--- config.mk ---
export PLATFORM = sky130hd
export DESIGN_NAME = imem_loader
export DESIGN_NICKNAME = d
export VERILOG_FILES = /design/src/rtl/imem_loader.sv
export SDC_FILE = /design/constraint.sdc
export NUM_CORES = 1
export LEC_CHECK = 0
export ABC_AREA = 0
export BUFFER_PORTS_ARGS = -buffer_cell sky130_fd_sc_hd__buf_2
export CORE_ASPECT_RATIO = 0.7
export CORE_MARGIN = 1
export CORE_UTILIZATION = 54
export DETAILED_ROUTE_END_ITERATION = 7
export GPL_ROUTABILITY_DRIVEN = 1
export PLACE_DENSITY = 0.79
export SETUP_SLACK_MARGIN = 0.2
export SYNTH_ARGS = -nofsm -noshare
export SYNTH_HDL_FRONTEND = slang
export SYNTH_SLANG_ARGS = --single-unit
--- constraint.sdc ---
create_clock -name clk -period 1.9 [get_ports clk]
set_input_delay 0.095 -clock clk [delete_from_list [all_inputs] [get_ports clk]]
set_output_delay 0.095 -clock clk [all_outputs]
set_load 0.01 [all_outputs]
--- src/rtl/imem_loader.sv ---
// imem_loader: streams 32-bit words into the byte-wide, big-endian
// instruction store, one byte write per cycle at incrementing addresses.
//
// Ports:
//   clk, rst       rising-edge clock, synchronous active-high reset
//   start          begin a load session (sampled in IDLE only)
//   base_addr      first byte address of the session, sampled with start
//   word_valid     word_data/word_last valid
//   word_ready     loader accepts a word this cycle (ACCEPT state)
//   word_data      instruction word, [0:7] = MS byte = lowest address
//   word_last      final word of the session
//   mem_we         registered byte write strobe
//   mem_addr       byte write address (held when mem_we=0)
//   mem_wdata      byte write data (held when mem_we=0)
//   busy           session in progress (state != IDLE)
//   done           one-cycle pulse while in FIN
//   error          sticky until next start: misaligned base or overflow
//   checksum       mod-256 sum of the bytes written this session
//                  (present only with IMEM_LOADER_CHECKSUM_EN defined)
//
// Optional feature macro: IMEM_LOADER_CHECKSUM_EN

module imem_loader #(
  parameter int ADDR_W = 8,
  parameter int WORD_B = 4
) (
  input  logic              clk,
  input  logic              rst,
  input  logic              start,
  input  logic [ADDR_W-1:0] base_addr,
  input  logic              word_valid,
  output logic              word_ready,
  input  logic [0:31]       word_data,
  input  logic              word_last,
  output logic              mem_we,
  output logic [ADDR_W-1:0] mem_addr,
  output logic [0:7]        mem_wdata,
  output logic              busy,
  output logic              done,
  output logic              error
`ifdef IMEM_LOADER_CHECKSUM_EN
  ,
  output logic [0:7]        checksum
`endif
);

  typedef enum logic [1:0] {
    IDLE,
    ACCEPT,
    WRITE,
    FIN
  } state_t;

  // The pointer carries one extra bit so that running past the top
  // of memory stays visible instead of silently wrapping to 0.
  localparam logic [ADDR_W:0] LIMIT =
    (ADDR_W+1)'((2 ** ADDR_W) - WORD_B);
  localparam logic [ADDR_W:0] ONE = (ADDR_W+1)'(1);
  localparam logic [1:0] LAST_IDX = 2'(WORD_B - 1);

  state_t              state_q;
  logic [ADDR_W:0]     ptr_q;
  logic [1:0]          cnt_q;
  logic [0:31]         word_q;
  logic                last_q;
  logic                we_q;
  logic [ADDR_W-1:0]   addr_q;
  logic [0:7]          wdata_q;
  logic                done_q;
  logic                err_q;
`ifdef IMEM_LOADER_CHECKSUM_EN
  logic [0:7]          sum_q;
`endif

  function automatic logic [0:7] byte_sel(
    input logic [0:31] w,
    input logic [1:0]  i
  );
    return w[{i, 3'b000} +: 8];
  endfunction

  always_ff @(posedge clk) begin
    if (rst) begin
      state_q <= IDLE;
      ptr_q   <= '0;
      cnt_q   <= '0;
      word_q  <= '0;
      last_q  <= 1'b0;
      we_q    <= 1'b0;
      addr_q  <= '0;
      wdata_q <= '0;
      done_q  <= 1'b0;
      err_q   <= 1'b0;
`ifdef IMEM_LOADER_CHECKSUM_EN
      sum_q   <= '0;
`endif
    end else begin
      we_q   <= 1'b0;
      done_q <= 1'b0;
      unique case (state_q)
        IDLE: begin
          if (start) begin
            err_q <= 1'b0;
`ifdef IMEM_LOADER_CHECKSUM_EN
            sum_q <= '0;
`endif
            if (base_addr[1:0] != 2'b00) begin
              err_q   <= 1'b1;
              done_q  <= 1'b1;
              state_q <= FIN;
            end else begin
              ptr_q   <= {1'b0, base_addr};
              state_q <= ACCEPT;
            end
          end
        end
        ACCEPT: begin
          if (word_valid) begin
            word_q <= word_data;
            last_q <= word_last;
            if (ptr_q > LIMIT) begin
              err_q   <= 1'b1;
              done_q  <= 1'b1;
              state_q <= FIN;
            end else begin
              // Byte 0 goes out on the cycle right after the handshake.
              we_q    <= 1'b1;
              addr_q  <= ptr_q[ADDR_W-1:0];
              wdata_q <= word_data[0:7];
`ifdef IMEM_LOADER_CHECKSUM_EN
              sum_q   <= sum_q + word_data[0:7];
`endif
              ptr_q   <= ptr_q + ONE;
              cnt_q   <= 2'd0;
              state_q <= WRITE;
            end
          end
        end
        WRITE: begin
          // cnt_q is the byte currently on the write port.
          if (cnt_q != LAST_IDX) begin
            we_q    <= 1'b1;
            addr_q  <= ptr_q[ADDR_W-1:0];
            wdata_q <= byte_sel(word_q, cnt_q + 2'd1);
`ifdef IMEM_LOADER_CHECKSUM_EN
            sum_q   <= sum_q + byte_sel(word_q, cnt_q + 2'd1);
`endif
            ptr_q   <= ptr_q + ONE;
            cnt_q   <= cnt_q + 2'd1;
          end else if (last_q) begin
            done_q  <= 1'b1;
            state_q <= FIN;
          end else begin
            state_q <= ACCEPT;
          end
        end
        FIN: begin
          state_q <= IDLE;
        end
        default: begin
          state_q <= IDLE;
        end
      endcase
    end
  end

  assign word_ready = (state_q == ACCEPT);
  assign busy       = (state_q != IDLE);
  assign mem_we     = we_q;
  assign mem_addr   = addr_q;
  assign mem_wdata  = wdata_q;
  assign done       = done_q;
  assign error      = err_q;
`ifdef IMEM_LOADER_CHECKSUM_EN
  assign checksum   = sum_q;
`endif

endmodule

After elaboration in Yosys (flattened, before gate mapping)
Index checks and enable logic that the tools add are counted.

word-level totals
  register bits = 65
  input bits = 45
  output and inout bits = 21
  logic and storage cells = 77

operators by class
  $add $sub $neg = 2
  order comparisons = 1
  equality and inequality tests = 11
  shift-type cells = 1
  muxes and demuxes = 40
  bitwise logic cells = 1
  reduce and logical (&&, ||, !) cells = 11

operators with widths
  operator               number
  $mux W8                6
  $mux W9                5
  $shiftx A32 B6 Y33     1
  $pmux W8 S2            2
  $pmux W9 S3            1
  $mux W2                8
  $ne A2 B2 Y1 const B   7
  $mux W1                13
  $add A9 B1 Y9 const B  1
  $gt A9 B8 Y1 const B   1
  $pmux W2 S4            1
  $reduce_and A4 Y1      2
  $reduce_bool A2 Y1     4
  $not A5 Y6             1
  $reduce_and A6 Y1      1
  $eq A2 B2 Y1 const B   2
  $pmux W1 S2            2
  $pmux W2 S2            1
  $pmux W1 S3            1
  $reduce_and A3 Y1      1
  $reduce_bool A3 Y1     1
  $add A2 B1 Y2 const B  1
  $eq A2 B1 Y1 const B   1
  $logic_not A2 Y1       1
  other kinds (2)        2

Depth between registers and ports, before layout
Gate-level depths: netlist (run 1).

  word-level depth = 5
  depth in mapped cells = 10

Worst setup path after synthesis (run 1)
Ideal clock, no wire load.

  path type = register to register
  start point = reg state_q[1]
  end point = reg cnt_q[1]
  library setup time = 0.117 ns
  arrival time = 1.705 ns
  required time = 1.783 ns
  slack = 0.077 ns
  stages on the path, launching flop included = 10
  path buffers = 3
  cells stage by stage = dfxtp_1 > inv_1 > ha_1 > buf_2 > nand2_2 > a211oi_4 > o21ai_2 > buf_6 > buf_8 > a32o_1

between the ends
  longest elaborated chain between the ends = 3

ends and longest elaborated chain
  what                                                                        RTL line  source
  start, declared                                                             61        state_t state_q;
  start signal, assigned                                                      84        state_q <= IDLE;
  start signal, assigned                                                      110       state_q <= FIN;
  start signal, assigned                                                      113       state_q <= ACCEPT;
  $eq A2 B1 Y1 (*)                                                            --
  net word_ready                                                              32        output logic word_ready,
  $ne A2 B2 Y1 (no source line) / $reduce_bool A2 Y1 (equally long branches)  --
  $reduce_and A4 Y1 (no source line)                                          --
  end signal, assigned                                                        149       cnt_q <= cnt_q + 2'd1;
  end, declared                                                               63        logic [1:0] cnt_q;

Mark *: on every way through the listed nets, which the timed path passes. The rest lies on a longest branch.
A chain may end at the register's enable or synchronous reset.

Worst setup path after layout (run 1)
  start point = reg cnt_q[0]
  end point = reg wdata_q, in the netlist mem_wdata[7]

between the ends
  longest elaborated chain between the ends = 5

ends and longest elaborated chain
  what                              RTL line  source
  $add A2 B1 Y2                     144       wdata_q <= byte_sel(word_q, cnt_q + 2'd1);
  $not A5 Y6 (implied by the code)  79        return w[{i, 3'b000} +: 8];
  $shiftx A32 B6 Y33                79
  $mux W8                           141       if (cnt_q != LAST_IDX) begin
  $pmux W8 S2                       100       unique case (state_q)
  end signal, assigned              129       wdata_q <= word_data[0:7];
  end signal, assigned              144
  end, declared                     68        logic [0:7] wdata_q;

Several ways; a longest one is shown, not always the timed one. The select of a mux whose other input is x is not followed.

==> summary.txt, run 1 <==
STA
  • Slew @ Worst Pin: 0.4952 ns
  • RSZ-0062 raised after global routing: yes
  • Setup TNS: 0 ns
  • Final Worst Setup Slack: 0.1140 ns
  • Achievable Freq: 559.9 MHz
  • Final hold violation count: 0
  • Slew margin rel.: between 60% and 70%
  • WHS: 0.006571 ns
  • Final Max Slew Viols: 0
  • Final Setup Violations: 0
  • Worst Clk Skew: around 0.0098 ns
  • Tcrit/Tclk final: about 94%
  • Fin crit period: between 1.5 and 2 ns

Pwr
  • Int Pwr: 3.449 mW
  • Pwr dens: 1345 nW/um^2
  • Sequential power share: around 34%
  • Clock share of power: between 20% and 30%
  • Switching pwr: 2.140 mW
  • Comb power frac: 45.3%
  • Net Sw Frac: 38.29%
  • Standby leakage power: 1.748 nW
  • Maximum VDD drop: between 1 and 1.5 mV
  • Pwr Total: 5.589 mW

Placement
  • Setup Slack @ Placement: between 0.08 and 0.09 ns
  • Port Buffers: 65
  • Final HPWL from detailed placement: slightly below 5000 um
  • RD Place Congestion: 0.8482
  • Placed insts: 470

Synth
  • Synth Net Count: 399
  • Sequential area share after synthesis: a little over two fifths
  • Synth cell types: 45
  • Yosys Warn Count: 0
  • Syn Std Cell Area: 3048 sq um
  • Mapped Cells: between 300 and 400
  • Syn_area_per_cell: about 8.8 sq um
  • Synthesized flop and latch total: 65

Global routing
  • Global-route layer with the greatest usage: met2
  • Vias in the first global route: 2890
  • First-pass GRT wire length: 13940 um
  • Met2 usage: roughly half
  • Total grt overflow: 0
  • Grt met3 use: 8.216%
  • Total GRT Usage: between 30% and 40%
  • Initial antenna violation count: 0
  • Pin count of the biggest net entering global routing: 42
  • Met1 Use GR: 39.29%

CTS
  • Longest Clk Path Bufs: 2
  • Clock Latency Late Sink: between 0.3 and 0.4 ns
  • H-tree lvl count: 3
  • CTS tree: yes
  • Root Driver: clkbuf_8
  • Clock slew seen by the registers of the worst setup and hold paths: 0.08 ns
  • TritonCTS Sinks: 65
  • Clock buffer count from CTS: 9

Final layout
  • Fillers: between 300 and 400
  • Layout area overhead: 36.33%
  • Share of post-route cells with drive strength above 1: between 30% and 40%
  • ANT cells: 0
  • Most used cells in the layout excluding fill and tap cells: nand2_1 (75), buf_2 (65), dfxtp_1 (59), a21oi_1 (44), dlygate4sd3_1 (27)
  • Most common cell after layout, fill and taps aside: nand2_1
  • # nets final: 502
  • FF/Latch Area: 1316 sq um
  • Finished Layout Cells: around 530
  • Area of the multi-input gates: 1683 sq um

Routing
  • DR DRC count: 0
  • Vias: 3094
  • Routed WL: 9232 um
  • DR pass1 iterations: 5
  • Vias/cell: 5.871
  • Routed len/inst: 17.52 um
  • Final ANT Viol Nets: 0
  • Initial DRC count: 319

Floorplan
  • Area of the die: 5953 sq um
  • Starting density of the core: 57.08%
  • Top-Level Pins: 66
  • Core area: 5340 sq um
  • Die width: 91.80 um
  • Rows: 22
  • Die Y: 64.86 um

Setup path
  • Largest fanout on the critical path: 5
  • Worst reg-to-reg setup slack: between 0.1 and 0.15 ns
  • WP data arrival: about 2 ns
  • Nature of the critical path endpoint: flop
  • Critical path type: reg2reg
  • CP Launch Type: flop
  • Worst path required time: approximately 2.1 ns

Min path
  • Hold crit path type: in2reg

Flow run
  • Number of max-cap violations: 0

Run status
  • Status: complete, no violations
-- stage by stage --
| stage | util (%) | area, sq um |
|---|---|---|
| after floorplan | - | 3099 |
| after global placement | 65.07 | 3475 |
| after detailed placement | 65.07 | 3475 |
| after CTS | 76.03 | 4060 |
| after global routing | 77.81 | 4155 |
| final | 77.81 | 4155 |
-- power groups by stage --
stage	clock [mW]	sequential (mW)	combinational [mW]
2_1_floorplan	0	1.86	1.49
3_3_place_gp	0	1.87	1.96
3_5_place_dp	0	1.89	2.01
4_1_cts	1.18	1.85	2.30
5_1_grt	1.24	1.91	2.71
6_report	1.17	1.88	2.53
-- final timing paths --
check	from	to	cells after the start
hold / removal	word_data[10]	word_q[10]	3
setup reg to reg	cnt_q[0]	mem_wdata[7]	5
hold reg to reg	word_q[21]	word_q[21]	2
setup / recovery	cnt_q[0]	mem_wdata[7]	5
-- cells in the mapped netlist (all sizes together) --
| cell | n | area (sq um) |
|---|---|---|
| inv | 10 | 37.54 |
| o31ai | 1 | 7.510 |
| o21ai | 13 | 68.81 |
| a32o | 1 | 10.01 |
| nand2 | 76 | 287.8 |
| o2111ai | 1 | 8.760 |
| nand2b | 2 | 12.51 |
| a211oi | 4 | 42.54 |
| o32ai | 2 | 17.52 |
| nor3 | 4 | 20.02 |
| and2 | 3 | 18.77 |
| nor2b | 6 | 37.54 |
| mux2 | 8 | 90.09 |
| nor2 | 25 | 93.84 |
| a211o | 1 | 8.760 |
| o41ai | 1 | 8.760 |
| xnor2 | 1 | 8.760 |
| ha | 7 | 87.58 |
| a221oi | 1 | 8.760 |
| clkbuf | 14 | 53.80 |
| and3b | 1 | 12.51 |
| a22oi | 1 | 12.51 |
| a21oi | 44 | 220.2 |
| buf | 11 | 72.56 |
| nand4b | 3 | 26.28 |
| and3 | 1 | 6.260 |
| mux2i | 19 | 190.2 |
| o221a | 1 | 11.26 |
| and4b | 1 | 10.01 |
| mux4 | 8 | 180.2 |
| and4 | 2 | 20.02 |
| nor3b | 2 | 15.01 |
| nand3 | 4 | 20.02 |
| nand3b | 1 | 7.510 |
| nand4 | 2 | 12.51 |
| dfxtp | 65 | 1301 |
-- registers in the layout, indices dropped and copies added, names as in the netlist --
register,count
mem_addr,8
mem_wdata,8
mem_we,1
last_q,1
ptr_q,9
error,1
done,1
cnt_q,2
state_q,2
word_q,32
-- timing repair --
item	4_1_cts	5_1_grt
hold buffers	27	0
buffers inserted	7	6
gates cloned	1	0
endpoints found under the setup margin	23	28
resized for setup	14	15
pin swaps	5	7
hold endpoints to repair	27	0
-- routing by layer --
metal	vias to the layer above	wire length, um
met5	-	0
met4	0	388
met3	42	744
met2	192	4370
met1	1456	3729
li1	1404	-
-- cell families after synthesis --
logic type      after synthesis  share of synthesized area (%)
simple gates                133                          19.70
mux                          35                          15.11
fa+ha+maj                     7                          2.873
buf+inv                      35                          5.377
compound gates               71                          13.96
flops                        65                          42.69
xor+xnor                      1                         0.2874
-- final cells by class --
class	instances	share of cell area, %
multi-input combinational	247	40.50
tap	72	2.168
clock buffer	10	3.071
sequential	65	31.68
clock inverter	6	1.626
inverter	10	1.024
timing repair buffer	117	19.93
-- critical path, stage by stage (launching register included) --
cell     delay [ns]
dfxtp_2        0.34
ha_4           0.30
mux4_2         0.51
mux2_4         0.27
mux2i_1        0.16
nor2_1         0.08
(Power assumes the default switching activity.)
==> run 2, diff against run 1 <==
--- a/config.mk
+++ b/config.mk
@@ -7,11 +7,13 @@
 export LEC_CHECK = 0
 export ABC_AREA = 0
 export BUFFER_PORTS_ARGS = -buffer_cell sky130_fd_sc_hd__buf_2
+export CAP_MARGIN = 10
 export CORE_ASPECT_RATIO = 0.7
 export CORE_MARGIN = 1
 export CORE_UTILIZATION = 54
 export DETAILED_ROUTE_END_ITERATION = 7
 export GPL_ROUTABILITY_DRIVEN = 1
+export HOLD_SLACK_MARGIN = 0.03
 export PLACE_DENSITY = 0.79
 export SETUP_SLACK_MARGIN = 0.2
 export SYNTH_ARGS = -nofsm -noshare
==> summary.txt, run 2 (synthesis gave the netlist of run 1 again) <==
Routing
  • Final ANT Viol Nets: 0 (unchanged)
  • DR pass1 iterations: 5 (unchanged)
  • Initial DRC count: 312 (was 319)
  • Vias/cell: 5.774 (was 5.871)
  • Routed len/inst: 17.21 um (was 17.52 um)
  • Vias: 3072 (was 3094)
  • Routed WL: 9156 um (was 9232 um)
  • DR DRC count: 0 (unchanged)

Placement
  • Port Buffers: 65 (unchanged)
  • RD Place Congestion: 0.8482 (unchanged)
  • Final HPWL from detailed placement: 4856 um (unchanged)

Global routing
  • Initial antenna violation count: 0 (unchanged)
  • Total grt overflow: 0 (unchanged)
  • Total GRT Usage: 31.90% (was 31.12%)
  • First-pass GRT wire length: 14260 um (was 13940 um)
  • Vias in the first global route: 2950 (was 2890)
  • Pin count of the biggest net entering global routing: 42 (unchanged)

Final layout
  • Largest reg by FF count: word_q (unchanged)
  • ANT cells: 0 (unchanged)
  • Max FFs per register: 32 (unchanged)
  • # nets final: 507 (was 502)
  • Most used cells in the layout excluding fill and tap cells: nand2_1 (75), buf_2 (65), dfxtp_1 (59), a21oi_1 (43), dlygate4sd3_1 (32) (was nand2_1 (75), buf_2 (65), dfxtp_1 (59), a21oi_1 (44), dlygate4sd3_1 (27))
  • Biggest regs: word_q x32, ptr_q x9 (unchanged)
  • Layout area overhead: 38.59% (was 36.33%)
  • Most common cell after layout, fill and taps aside: nand2_1 (unchanged)
  • Share of post-route cells with drive strength above 1: 32.61% (was 33.19%)

Run status
  • Status: complete, no violations (unchanged)

Pwr
  • Maximum VDD drop: 1.242 mV (was 1.203 mV)
  • Clock share of power: 20.9% (was 21.0%)
  • Switching pwr: 2.156 mW (was 2.140 mW)
  • Sequential power share: 33.3% (was 33.7%)
  • Standby leakage power: 1.780 nW (was 1.748 nW)
  • Int Pwr: 3.504 mW (was 3.449 mW)
  • Comb power frac: 45.8% (was 45.3%)
  • Pwr dens: 1340 nW/um^2 (was 1345 nW/um^2)
  • Net Sw Frac: 38.10% (was 38.29%)

Floorplan
  • Die Y: 64.86 um (unchanged)
  • Top-Level Pins: 66 (unchanged)
  • Rows: 22 (unchanged)
  • Area of the die: 5953 sq um (unchanged)
  • Starting density of the core: 57.08% (unchanged)
  • Die width: 91.80 um (unchanged)
  • Core area: 5340 sq um (unchanged)

CTS
  • Root Driver: clkbuf_8 (unchanged)
  • Clock Latency Late Sink: 0.35 ns (about the same)
  • H-tree lvl count: 3 (unchanged)
  • Clock buffer count from CTS: 9 (unchanged)
  • TritonCTS Sinks: 65 (unchanged)
  • Clock slew seen by the registers of the worst setup and hold paths: 0.08 ns (about the same)
  • CTS tree: yes (unchanged)
  • Longest Clk Path Bufs: 2 (unchanged)

STA
  • Setup TNS: 0 ns (unchanged)
  • RSZ-0062 raised after global routing: yes (unchanged)
  • Slew margin rel.: 66.91% (was 66.99%)
  • Fin crit period: 1.883 ns (was 1.786 ns)
  • Achievable Freq: 531.1 MHz (was 559.9 MHz)
  • WHS: 0.07092 ns (was 0.006571 ns)
  • Final Setup Violations: 0 (unchanged)
  • Final hold violation count: 0 (unchanged)
  • Tcrit/Tclk final: 99.11% (was 94.00%)
  • Final Max Slew Viols: 0 (unchanged)
  • Slew @ Worst Pin: 0.4963 ns (was 0.4952 ns)
  • Worst Clk Skew: 0.009094 ns (was 0.009848 ns)

Flow run
  • Number of max-cap violations: 0 (unchanged)

Setup path
  • CP Launch Type: flop (unchanged)
  • WP data arrival: 2.13 ns (was 2.00 ns)
  • Largest fanout on the critical path: 4 (was 5)
  • Critical path type: reg2reg (unchanged)
  • Nature of the critical path endpoint: flop (unchanged)
  • Worst path required time: 2.15 ns (was 2.12 ns)

Min path
  • Hold crit path type: in2reg (unchanged)
run 2: power by group through the flow:
stage	registers, mW	logic, mW	clock network (mW)
2_1_floorplan	1.86	1.49	0
3_3_place_gp	1.87	1.96	0
3_5_place_dp	1.89	2.01	0
4_1_cts	1.85	2.31	1.18
5_1_grt	1.91	2.77	1.26
6_report	1.89	2.59	1.18
run 2: critical path, stage by stage, from the launching register on:
cell and delay (ns):
dfxtp_4 0.37, inv_1 0.15, ha_2 0.27, nor2b_1 0.35, o21ai_4 0.12, buf_12 0.15
buf_4 0.15, a32o_1 0.22
run 2: per-layer routing:
layer	wire length [um]	up-vias	GRT usage, %
met3	787	52	11.74
li1	-	1414	-
met2	4288	192	50.28
met1	3706	1414	39.72
met4	373	0	13.28
met5	0	-	0
run 2: stage by stage:
step	utilization, %	power [mW]	setup slack [ns]	instances	instance area (sq um)
5_1_grt	79.10	5.940	-0.02907	532	4224
4_1_cts	76.97	5.340	0.1728	526	4110
3_5_place_dp	65.07	3.902	0.08714	470	3475
3_3_place_gp	65.07	3.834	0.1789	470	3475
2_1_floorplan	-	3.350	0.1978	347	3099
6_report	79.10	5.660	0.01700	532	4224
run 2: worst paths after layout:
kind | start | end | slack [ns] | depth (start not counted)
worst max-delay path | state_q[0] | cnt_q[1] | 0.02 | 7
worst min-delay path | word_data[3] | word_q[3] | 0.07 | 3
worst max register to register | state_q[0] | cnt_q[1] | 0.02 | 7
worst min register to register | word_q[21] | word_q[21] | 0.46 | 2
run 2: final cells by class:
| cell class | count | area [sq um] |
|---|---|---|
| well taps | 72 | 90.09 |
| flip-flops and latches | 65 | 1319 |
| clock inverters | 6 | 67.56 |
| inverters | 10 | 45.04 |
| multi-input cells | 247 | 1689 |
| repair buffers | 122 | 885.9 |
| fillers | 341 | 1116 |
| clock buffers | 10 | 127.6 |
run 2: repair_timing:
| item | 4_1_cts | 5_1_grt |
|---|---|---|
| hold buffers | 32 | 0 |
| setup endpoints to repair | 23 | 28 |
| pin swaps | 5 | 8 |
| endpoints found under the hold margin | 32 | 0 |
| resized for setup | 14 | 15 |
| setup buffers | 7 | 6 |
| cloned | 1 | 0 |
==> run 3, diff against run 2 <==
--- a/config.mk
+++ b/config.mk
@@ -10,11 +10,11 @@
 export CAP_MARGIN = 10
 export CORE_ASPECT_RATIO = 0.7
 export CORE_MARGIN = 1
-export CORE_UTILIZATION = 54
+export CORE_UTILIZATION = 58
 export DETAILED_ROUTE_END_ITERATION = 7
 export GPL_ROUTABILITY_DRIVEN = 1
 export HOLD_SLACK_MARGIN = 0.03
-export PLACE_DENSITY = 0.79
+export PLACE_DENSITY = 0.84
 export SETUP_SLACK_MARGIN = 0.2
 export SYNTH_ARGS = -nofsm -noshare
 export SYNTH_HDL_FRONTEND = slang
==> constraint.sdc (replaced) <==
create_clock -name clk -period 2.4 [get_ports clk]
set_input_delay 0.12 -clock clk [delete_from_list [all_inputs] [get_ports clk]]
set_output_delay 0.12 -clock clk [all_outputs]
set_load 0.01 [all_outputs]
==> summary.txt, run 3 (synthesis gave the netlist of run 1 again) <==
Min path
  • Worst Hold End: word_q[2] (was word_q[3])
  • Hold crit path type: in2reg (unchanged)
  • Hold path cells: 3 (unchanged)
  • Hold path startpoint: word_data[2] (was word_data[3])

Routing
  • DR pass1 iterations: 6 (was 5)
  • Initial DRC count: 238 (was 312)
  • Final ANT Viol Nets: 0 (unchanged)
  • Vias: 2828 (was 3072)
  • Routed WL: 7794 um (was 9156 um)
  • Routed len/inst: 15.34 um (was 17.21 um)
  • Vias/cell: 5.567 (was 5.774)
  • DR DRC count: 0 (unchanged)

STA
  • Tcrit/Tclk final: 86.07% (was 99.11%)
  • Final Setup Violations: 0 (unchanged)
  • Setup TNS: 0 ns (unchanged)
  • Slew margin rel.: 55.10% (was 66.91%)
  • Worst Clk Skew: 0.008440 ns (was 0.009094 ns)
  • Final Max Slew Viols: 0 (unchanged)
  • Final hold violation count: 0 (unchanged)
  • Slew @ Worst Pin: 0.6735 ns (was 0.4963 ns)
  • RSZ-0062 raised after global routing: no (was yes)
  • Achievable Freq: 484.1 MHz (was 531.1 MHz)
  • Fin crit period: 2.066 ns (was 1.883 ns)

Global routing
  • First-pass GRT wire length: 12650 um (was 14260 um)
  • Initial antenna violation count: 0 (unchanged)
  • Vias in the first global route: 2759 (was 2950)
  • Pin count of the biggest net entering global routing: 35 (was 42)
  • Total GRT Usage: 30.57% (was 31.90%)
  • Total grt overflow: 0 (unchanged)

Setup path
  • Worst reg-to-reg setup slack: 0.33 ns (was 0.02 ns)
  • Delay-heaviest family, CP: compound AO/OA/AOI/OAI gates (was buffers and inverters)
  • Largest fanout on the critical path: 9 (was 4)
  • Crit path depth: 6 (was 7)
  • RR Endpoint: ptr_q[0] (was cnt_q[1])
  • Crit path buffers/inverters: 1 (was 3)
  • Nature of the critical path endpoint: flop (unchanged)
  • Worst Setup SP: state_q[1] (was state_q[0])
  • Crit path largest cell delay: 0.41 ns (was 0.37 ns)
  • Critical path type: reg2reg (unchanged)
  • Worst path required time: 2.65 ns (was 2.15 ns)
  • Critical path, cell by cell: inv_1, ha_1, a22oi_2, and4b_1, o21ai_0, a211oi_1 (was inv_1, ha_2, nor2b_1, o21ai_4, buf_12, buf_4, a32o_1)
  • R2r worst-path depth: 6 (was 7)
  • Worst R2R Start: state_q[1] (was state_q[0])
  • Slowest CP cell: and4b_1 (was dfxtp_4)
  • CP Launch Type: flop (unchanged)
  • WP data arrival: 2.31 ns (was 2.13 ns)

CTS
  • TritonCTS Sinks: 65 (unchanged)
  • CTS resizes: 0 (was 14)
  • H-tree lvl count: 3 (unchanged)
  • Clock buffer count from CTS: 9 (unchanged)
  • Clock Latency Late Sink: 0.35 ns (about the same)
  • Longest Clk Path Bufs: 2 (unchanged)
  • Root Driver: clkbuf_8 (unchanged)
  • Clock slew seen by the registers of the worst setup and hold paths: 0.07 ns (was 0.08 ns)
  • CTS tree: yes (unchanged)

Pwr
  • Standby leakage power: 1.642 nW (was 1.780 nW)
  • Pwr Total: 3.997 mW (was 5.660 mW)
  • Pwr dens: 1032 nW/um^2 (was 1340 nW/um^2)
  • Maximum VDD drop: 1.003 mV (was 1.242 mV)

Floorplan
  • Die width: 88.65 um (was 91.80 um)
  • Core area: 4913 sq um (was 5340 sq um)
  • Top-Level Pins: 66 (unchanged)
  • Rows: 21 (was 22)
  • Starting density of the core: 62.03% (was 57.08%)
  • Area of the die: 5554 sq um (was 5953 sq um)
  • Die Y: 62.65 um (was 64.86 um)

Run status
  • Status: complete, no violations (unchanged)

Final layout
  • Biggest regs: word_q x32, ptr_q x9 (unchanged)
  • Final Util: 78.81% (was 79.10%)
  • Area of the multi-input gates: 1583 sq um (was 1689 sq um)
  • Finished Layout Cells: 508 (was 532)
  • Most common cell after layout, fill and taps aside: nand2_1 (unchanged)
  • Share of post-route cells with drive strength above 1: 25.97% (was 32.61%)
  • Largest reg by FF count: word_q (unchanged)
  • ANT cells: 0 (unchanged)
  • Most used cells in the layout excluding fill and tap cells: nand2_1 (75), dfxtp_1 (65), buf_2 (65), a21oi_1 (44) (was nand2_1 (75), buf_2 (65), dfxtp_1 (59), a21oi_1 (43), dlygate4sd3_1 (32))
  • FF/Latch Area: 1301 sq um (was 1319 sq um)
  • # nets final: 486 (was 507)
  • Max FFs per register: 32 (unchanged)
  • Layout area overhead: 27.05% (was 38.59%)
  • Fillers: 324 (was 341)

Flow run
  • Number of max-cap violations: 0 (unchanged)

Placement
  • Placed insts: 466 (was 470)
  • Port Buffers: 65 (unchanged)
  • Final HPWL from detailed placement: 4936 um (was 4856 um)
  • RD Place Congestion: 0.8173 (was 0.8482)
==> run 3: changes by cell type in the layout (fill, tap and decap cells not counted), moves of 3 or more <==
cell	delta
buf_4	-9
dfxtp_1	+6
dfxtp_4	-4
dlygate4sd3_1	-7
ha_1	+5
ha_4	-4
inv_1	+3
inv_4	-3
o21ai_0	+3
==> run 3: final cells by class <==
class	instances	area share [%]
Clock buffer	12	4.006
Clock inverter	4	1.325
Inverter	10	0.9693
Multi-Input combinational cell	247	40.87
Sequential cell	65	33.60
Tap cell	69	2.229
Timing Repair Buffer	101	17.00
==> run 3: power by group <==
group / total (mW) / switching [mW] / leakage (nW) / internal (mW)
sequential: 1.46 / 0.179 / 0.528 / 1.28
clock: 0.957 / 0.421 / 0.103 / 0.537
combinational: 1.58 / 0.880 / 1.01 / 0.697
total: 4.00 / 1.48 / 1.64 / 2.52
==> run 3: metrics by stage <==
stage,setup slack (ns),hold slack [ns],instance area (sq um)
finish,0.3342,0.03392,3872
global route,0.1306,0.03810,3872
CTS,0.3029,0.03111,3855
detailed placement,0.3370,0.3702,3408
global placement,0.4738,0.3600,3408
floorplan,0.5773,0.2560,3048
==> run 3: tightest hold or removal path: cells and delay by family <==
kind / cells / cell delay, ns
buf+inv: 1 / 0.11
simple gates: 1 / 0.06
compound gates: 1 / 0.05
==> run 3: how the worst max path moves through the flow <==
stage	slack, ns	endpoint
4_1_cts	0.30	ptr_q[6]
3_5_place_dp	0.34	ptr_q[6]
2_1_floorplan	0.58	cnt_q[1]
6_report	0.33	ptr_q[0]
5_1_grt	0.13	ptr_q[0]
3_3_place_gp	0.47	ptr_q[6]
==> run 3: what timing repair did <==
action,4_1_cts,5_1_grt
setup buffers,0,1
hold buffers,24,1
setup endpoints to repair,0,8
hold endpoints to repair,24,1
==> run 3: metal layers <==
| metal | track usage, % | up-vias | routed length [um] |
|---|---|---|---|
| met5 | 0 | - | 0 |
| met4 | 14.92 | 0 | 280 |
| met3 | 8.719 | 33 | 561 |
| met2 | 47.40 | 139 | 3570 |
| met1 | 38.88 | 1281 | 3382 |
| li1 | - | 1375 | - |
